File: config.mk
export PLATFORM = sky130hd
export DESIGN_NAME = softmax_stream
export DESIGN_NICKNAME = d
export VERILOG_FILES = /design/src/rtl/softmax_pkg.sv /design/src/rtl/softmax_div_serial.sv /design/src/rtl/softmax_stream.sv
export SDC_FILE = /design/constraint.sdc
export NUM_CORES = 1
export LEC_CHECK = 0
export BUFFER_PORTS_ARGS = -buffer_cell sky130_fd_sc_hd__buf_2
export CAP_MARGIN = 40
export CELL_PAD_IN_SITES_DETAIL_PLACEMENT = 1
export CELL_PAD_IN_SITES_GLOBAL_PLACEMENT = 2
export CORE_AREA = 2 2 240 242
export CTS_CLUSTER_SIZE = 12
export DETAILED_ROUTE_END_ITERATION = 16
export DIE_AREA = 0 0 242 244
export PLACE_DENSITY = 0.77
export SYNTH_ARGS = -nofsm -noshare
export SYNTH_HDL_FRONTEND = slang
export SYNTH_SLANG_ARGS = --single-unit
File: constraint.sdc
create_clock -name clk -period 16.5 [get_ports clk]
set_input_delay 1.65 -clock clk [delete_from_list [all_inputs] [get_ports clk]]
set_output_delay 1.65 -clock clk [all_outputs]
set_load 0.03 [all_outputs]
File: src/rtl/softmax_pkg.sv
// Shared types and width helpers for the streaming softmax engine.
package softmax_pkg;

  typedef enum logic [2:0] {
    IDLE,
    MAX,
    EXP,
    DIV,
    OUT
  } state_e;

  // Denominator width: N values of at most 2^E each, so no overflow is possible.
  function automatic int den_width(input int n, input int e);
    return e + 1 + $clog2(n);
  endfunction

  // Element index width, at least one bit so N=1 still has a port.
  function automatic int idx_width(input int n);
    return (n > 1) ? $clog2(n) : 1;
  endfunction

  // All-ones value of an ow-bit probability, used when the quotient reaches 1.0.
  function automatic logic [63:0] sat_value(input int ow);
    return (64'd1 << ow) - 64'd1;
  endfunction

endpackage

File: src/rtl/softmax_div_serial.sv
// Restoring divider computing (num * 2^QW) / den, one quotient bit per cycle.
// The load cycle resolves the integer bit; QW cycles follow for the fraction.
// done is high in the final iteration cycle and quo already carries that bit.
module softmax_div_serial
  import softmax_pkg::*;
#(
  parameter int NW = 17,
  parameter int DW = 20,
  parameter int QW = 16
) (
  input  logic          clk,
  input  logic          rst,
  input  logic          start,
  input  logic [NW-1:0] num,
  input  logic [DW-1:0] den,
  output logic          busy,
  output logic          done,
  output logic [QW-1:0] quo
);

  localparam int CW = $clog2(QW + 1);

  logic [DW-1:0] rem_q, rem_d;
  logic [QW-1:0] q_q, q_d;
  logic          msb_q, msb_d;
  logic [CW-1:0] cnt_q, cnt_d;
  logic          busy_q, busy_d;

  logic [DW:0]   sh;
  logic [DW:0]   sh_sub;
  logic          ge;
  logic [QW-1:0] q_step;
  logic [DW-1:0] num_ext;

  // Load on start, then one shift-subtract step per cycle until the counter expires.
  always_comb begin
    num_ext = DW'(num);
    sh      = {rem_q, 1'b0};
    ge      = (sh >= {1'b0, den});
    sh_sub  = sh - {1'b0, den};
    q_step  = {q_q[QW-2:0], ge};
    rem_d   = rem_q;
    q_d     = q_q;
    msb_d   = msb_q;
    cnt_d   = cnt_q;
    busy_d  = busy_q;
    if (start) begin
      msb_d  = (num_ext >= den);
      rem_d  = (num_ext >= den) ? (num_ext - den) : num_ext;
      q_d    = '0;
      cnt_d  = CW'(QW);
      busy_d = 1'b1;
    end else if (busy_q) begin
      rem_d = ge ? sh_sub[DW-1:0] : sh[DW-1:0];
      q_d   = q_step;
      cnt_d = cnt_q - CW'(1);
      if (cnt_q == CW'(1)) begin
        busy_d = 1'b0;
      end
    end
  end

  // Divider state registers.
  always_ff @(posedge clk or posedge rst) begin
    if (rst) begin
      rem_q  <= '0;
      q_q    <= '0;
      msb_q  <= 1'b0;
      cnt_q  <= '0;
      busy_q <= 1'b0;
    end else begin
      rem_q  <= rem_d;
      q_q    <= q_d;
      msb_q  <= msb_d;
      cnt_q  <= cnt_d;
      busy_q <= busy_d;
    end
  end

  assign busy = busy_q;
  assign done = busy_q && (cnt_q == CW'(1));
  assign quo  = msb_q ? QW'(sat_value(QW)) : q_step;

endmodule

File: src/rtl/softmax_stream.sv
// Sequential base-2 softmax: max scan, exponent pass, then one serial divide
// per output element, streamed out with backpressure.
//   state | meaning
//   IDLE  | waiting for an input vector
//   MAX   | scanning for the largest element, one per cycle
//   EXP   | computing 2^(x-max) per element and summing the denominator
//   DIV   | dividing e[idx] by the denominator
//   OUT   | presenting element idx until the consumer takes it
module softmax_stream
  import softmax_pkg::*;
#(
  parameter int N    = 8,
  parameter int IW   = 17,
  parameter int FRAC = 12,
  parameter int E    = 16,
  parameter int OW   = 16
) (
  input  logic                    clk,
  input  logic                    rst,
  input  logic                    i_valid,
  output logic                    i_ready,
  input  logic [N*IW-1:0]         i_data,
  output logic                    o_valid,
  input  logic                    o_ready,
  output logic [OW-1:0]           o_data,
  output logic [idx_width(N)-1:0] o_idx,
  output logic                    o_last,
  output logic                    busy
);

  localparam int DENW = den_width(N, E);
  localparam int IDXW = idx_width(N);
  localparam int KW   = IW - FRAC;
  localparam logic [E:0]      MANT_ONE = (E + 1)'(1) << E;
  localparam logic [IDXW-1:0] IDX_LAST = IDXW'(N - 1);

  state_e                state_q, state_d;
  logic signed [IW-1:0]  vec_q [N];
  logic signed [IW-1:0]  vec_d [N];
  logic [E:0]            e_q [N];
  logic [E:0]            e_d [N];
  logic [IDXW-1:0]       idx_q, idx_d;
  logic signed [IW-1:0]  max_q, max_d;
  logic [DENW-1:0]       den_q, den_d;
  logic [OW-1:0]         o_data_q, o_data_d;
  logic [IDXW-1:0]       o_idx_q, o_idx_d;
  logic                  o_last_q, o_last_d;

  logic signed [IW-1:0]  x_cur;
  logic [IW-1:0]         diff;
  logic [KW-1:0]         k_sh;
  logic [FRAC-1:0]       f_part;
  logic [E:0]            mant;
  logic [E:0]            e_new;

  logic                  div_start, div_busy, div_done;
  logic [OW-1:0]         div_quo;

  // Piecewise-linear 2^-(d): integer part of d shifts, fraction bends the mantissa.
  always_comb begin
    x_cur  = vec_q[idx_q];
    diff   = IW'(max_q - x_cur);
    k_sh   = diff[IW-1:FRAC];
    f_part = diff[FRAC-1:0];
    mant   = MANT_ONE - ((E + 1)'(f_part) << (E - FRAC - 1));
    e_new  = (32'(k_sh) > E) ? '0 : (mant >> k_sh);
  end

  // Next-state, datapath updates and output capture.
  always_comb begin
    state_d   = state_q;
    vec_d     = vec_q;
    e_d       = e_q;
    idx_d     = idx_q;
    max_d     = max_q;
    den_d     = den_q;
    o_data_d  = o_data_q;
    o_idx_d   = o_idx_q;
    o_last_d  = o_last_q;
    div_start = 1'b0;
    case (state_q)
      IDLE: begin
        if (i_valid) begin
          for (int k = 0; k < N; k++) begin
            vec_d[k] = i_data[k*IW +: IW];
          end
          idx_d   = '0;
          den_d   = '0;
          state_d = MAX;
        end
      end
      MAX: begin
        if (idx_q == '0 || x_cur > max_q) begin
          max_d = x_cur;
        end
        if (idx_q == IDX_LAST) begin
          idx_d   = '0;
          state_d = EXP;
        end else begin
          idx_d = idx_q + IDXW'(1);
        end
      end
      EXP: begin
        e_d[idx_q] = e_new;
        den_d      = den_q + DENW'(e_new);
        if (idx_q == IDX_LAST) begin
          idx_d   = '0;
          state_d = DIV;
        end else begin
          idx_d = idx_q + IDXW'(1);
        end
      end
      DIV: begin
        div_start = !div_busy;
        if (div_done) begin
          o_data_d = div_quo;
          o_idx_d  = idx_q;
          o_last_d = (idx_q == IDX_LAST);
          state_d  = OUT;
        end
      end
      OUT: begin
        if (o_ready) begin
          if (idx_q == IDX_LAST) begin
            idx_d   = '0;
            state_d = IDLE;
          end else begin
            idx_d   = idx_q + IDXW'(1);
            state_d = DIV;
          end
        end
      end
      default: state_d = IDLE;
    endcase
  end

  // State, register files, accumulators and registered outputs.
  always_ff @(posedge clk or posedge rst) begin
    if (rst) begin
      state_q  <= IDLE;
      for (int k = 0; k < N; k++) begin
        vec_q[k] <= '0;
        e_q[k]   <= '0;
      end
      idx_q    <= '0;
      max_q    <= '0;
      den_q    <= '0;
      o_data_q <= '0;
      o_idx_q  <= '0;
      o_last_q <= 1'b0;
    end else begin
      state_q  <= state_d;
      vec_q    <= vec_d;
      e_q      <= e_d;
      idx_q    <= idx_d;
      max_q    <= max_d;
      den_q    <= den_d;
      o_data_q <= o_data_d;
      o_idx_q  <= o_idx_d;
      o_last_q <= o_last_d;
    end
  end

  softmax_div_serial #(
    .NW(E + 1),
    .DW(DENW),
    .QW(OW)
  ) u_div (
    .clk  (clk),
    .rst  (rst),
    .start(div_start),
    .num  (e_q[idx_q]),
    .den  (den_q),
    .busy (div_busy),
    .done (div_done),
    .quo  (div_quo)
  );

  assign i_ready = (state_q == IDLE);
  assign o_valid = (state_q == OUT);
  assign busy    = (state_q != IDLE);
  assign o_data  = o_data_q;
  assign o_idx   = o_idx_q;
  assign o_last  = o_last_q;

endmodule

==> flow_metrics.py <==
metrics = {
    "logic_synthesis": {
        "synthDistinctLibCells": 82,
        "synthXorXnorAreaFrac": 0.0255,
        "synthesis.nets": 2680,
        "yosysTopAreaCell": "dfrtp_1",
        "syn-cell-area_mm2": 0.0212,
        "yosys.area_share.simple": 0.203,
        "synth_top_area_frac": 0.446,
        "yosys_warnings": 0,
        "async_reset_ff_frac": 1.00,
        "synth_top_flop_cell": "dfrtp_1",
        "synth-compound-area-share": 0.208,
        "synth_top_family_by_area": "compound AO/OA/AOI/OAI gates",
        "avgSynthCellArea_um2": 8.61,
        "synth_fa_ha_area_frac": 0.0493,
        "synth_edf_count": 0,
        "postSynthCellCount": 2459,
        "yosysSeqAreaShare": 0.446,
        "ys_ff_latch": 377,
        "yosysMostFrequentCell": "nand2_1",
        "yosys-top-cells-area": "dfrtp_1 45%, nand2_1 11%, a22oi_1 5.5%",
        "synth.mux.area_fraction": 0.0265,
        "synth_commonest_cells": "624 x nand2_1, 377 x dfrtp_1, 195 x o21ai_0",
    },
    "run_status": {
        "status": "finished, final reports clean",
    },
    "cells_and_area": {
        "area_growth_pct": 15.4,
        "design_area_mm2": 0.0244,
        "register_area_mm2": 0.00943,
        "multi_input_area_mm2": 0.0109,
        "antenna_cells": 0,
        "final_nets": 2783,
        "final.fill_count": 6683,
        "drive_above_1_share": 0.129,
    },
    "detailed_routing": {
        "drt_iter0_drc": 1050,
        "ant_nets": 0,
        "drt_first_pass_iters": 5,
        "vias": 18678,
        "routedWlPerCell_um": 21.5,
        "drc_errors": 0,
        "vias_per_cell": 5.57,
        "finalWirelength_mm": 72.0,
    },
    "sta": {
        "maxSlewViolCount": 0,
        "relSlewSlack": 0.394,
        "worst_pin_slew_ns": 0.909,
        "fin_crit_sh": 0.516,
        "setup-violations-final": 0,
        "skew_ns": 0.0257,
        "period_needed_ns": 8.52,
        "hold_viol": 0,
        "grt_setup_unrepaired": "false",
        "fmax_ghz": 0.117,
        "setup-tns-final_ns": 0,
    },
    "die": {
        "io_pins": 163,
        "core_mm2": 0.0562,
        "die_height_um": 244,
        "die_x_um": 242,
        "start_util": 0.377,
        "die-area_mm2": 0.0590,
        "num_rows": 87,
    },
    "placement": {
        "dpl_cell_area_mm2": 0.0229,
        "port_buffers": 162,
        "dp_hpwl_mm": 52.8,
        "gp_routability_congestion": 0.889,
    },
    "critical_path": {
        "rrSetupSlack_ns": 7.98,
        "cp_max_fo": 36,
        "critical_path_class": "flop to flop",
        "crit_path_max_incr_delay_ns": 0.65,
        "critical-path-slowest-cell": "o311ai_0",
        "crit_arrival_ns": 8.99,
        "worstPathRequired_ns": 16.97,
        "setup.worst_path.end_class": "flop",
        "critPathLaunchType": "flop",
    },
    "grt": {
        "grt_pass1_wl_mm": 115,
        "grt_overflow_total": 0,
        "grt_usage": 0.245,
        "grt_max_degree": 155,
        "grt_pass1_vias": 20004,
        "antenna_found_initial": 2,
    },
    "clocking": {
        "htreeDepth": 2,
        "numClockSinks": 377,
        "cts_root_buf": "clkbuf_16",
        "path_clk_slew_ns": 0.06,
        "clockBufferDepth": 3,
        "cts_setup_buffers": 0,
        "cts_resized": 0,
        "cts_tree": "done",
        "cts_buffers": 45,
        "hold_buffers": 0,
        "worstSkewPairLatency_ns": 0.60,
    },
    "run": {
        "drv_cap": 0,
    },
    "hold_path": {
        "hold_class": "flop to flop",
    },
}
==> metal layers <==
layer | global-route usage | vias up | wire length [um]
met2 | 0.424 | 353 | 34500
met4 | 0.0753 | 2 | 2140
li1 | - | 8869 | -
met3 | 0.0401 | 128 | 2910
met5 | 0 | - | 12
met1 | 0.315 | 9326 | 32400
==> area by class of cell <==
| type | count | area share |
|---|---|---|
| inverter | 84 | 0.0132 |
| sequential | 377 | 0.386 |
| timing repair buffer | 206 | 0.0517 |
| clock buffer | 68 | 0.0554 |
| multi-input combinational | 1848 | 0.446 |
| tap | 756 | 0.0387 |
| clock inverter | 12 | 0.00891 |
==> worst paths after layout <==
path / start / endpoint / depth (start not counted)
min: vec_q[52]$_DFFE_PP0P_ / vec_q[52]$_DFFE_PP0P_ / 2
max in group asynchronous: rst / e_q[43]$_DFFE_PP0P_ / 5
max reg2reg: idx_q[2]$_DFFE_PP0P_ / den_q[16]$_DFFE_PP0P_ / 27
min reg2reg: vec_q[52]$_DFFE_PP0P_ / vec_q[52]$_DFFE_PP0P_ / 2
min in group asynchronous: rst / o_data[4]$_DFFE_PP0P_ / 2
max: idx_q[2]$_DFFE_PP0P_ / den_q[16]$_DFFE_PP0P_ / 27
==> cell usage in the layout, fill, tap and decap left out, drive strengths merged, types with 20 or more instances in the layout <==
master	count
ha	77
nand4	21
a21o	25
nor2	122
a211oi	25
a21oi	85
dfrtp	377
nand2	624
a31oi	20
xor2	25
nand3	47
nor3	52
xnor2	34
buf	206
o31ai	22
mux2i	46
inv	85
o21ai	219
a22oi	154
clkbuf	68
==> through the flow <==
step	cells	utilization	worst slack [ns]	hold WS, ns
2_1_floorplan	2459	-	4.38	0.444
3_3_place_gp	3262	0.404	8.15	0.458
3_5_place_dp	3270	0.407	7.99	0.464
4_1_cts	3350	0.435	7.93	0.479
5_1_grt	3351	0.435	7.28	0.498
6_report	3351	0.435	7.98	0.474
==> worst max-delay path: cells and delay by family (launching register included) <==
family          cells  cell delay, ns
compound gates     15            3.89
xor+xnor            1            0.16
fa+ha+maj           3            1.17
buf+inv             2            0.76
flops               1            0.59
simple gates        6            1.79
==> state kept, by name, summed over array words and instances (netlist names) <==
signal,flops
e_q,136
vec_q,136
den_q,20
u_div.rem_q,20
max_q,17
o_data,16
u_div.q_q,15
u_div.cnt_q,5
idx_q,3
o_idx,3
state_q,3
o_last,1
u_div.busy,1
u_div.msb_q,1
==> kinds of logic after synthesis <==
group                    count (synthesis)
multiplexers                            54
AO/OA/AOI/OAI                          667
flip-flops                             377
adder cells (fa/ha/maj)                 81
AND/OR/NAND/NOR                        986
XOR/XNOR                                60
buffers and inverters                  234
Power is not shown: default switching activity piles up to over one toggle a cycle in this logic, so the estimate is an artifact.
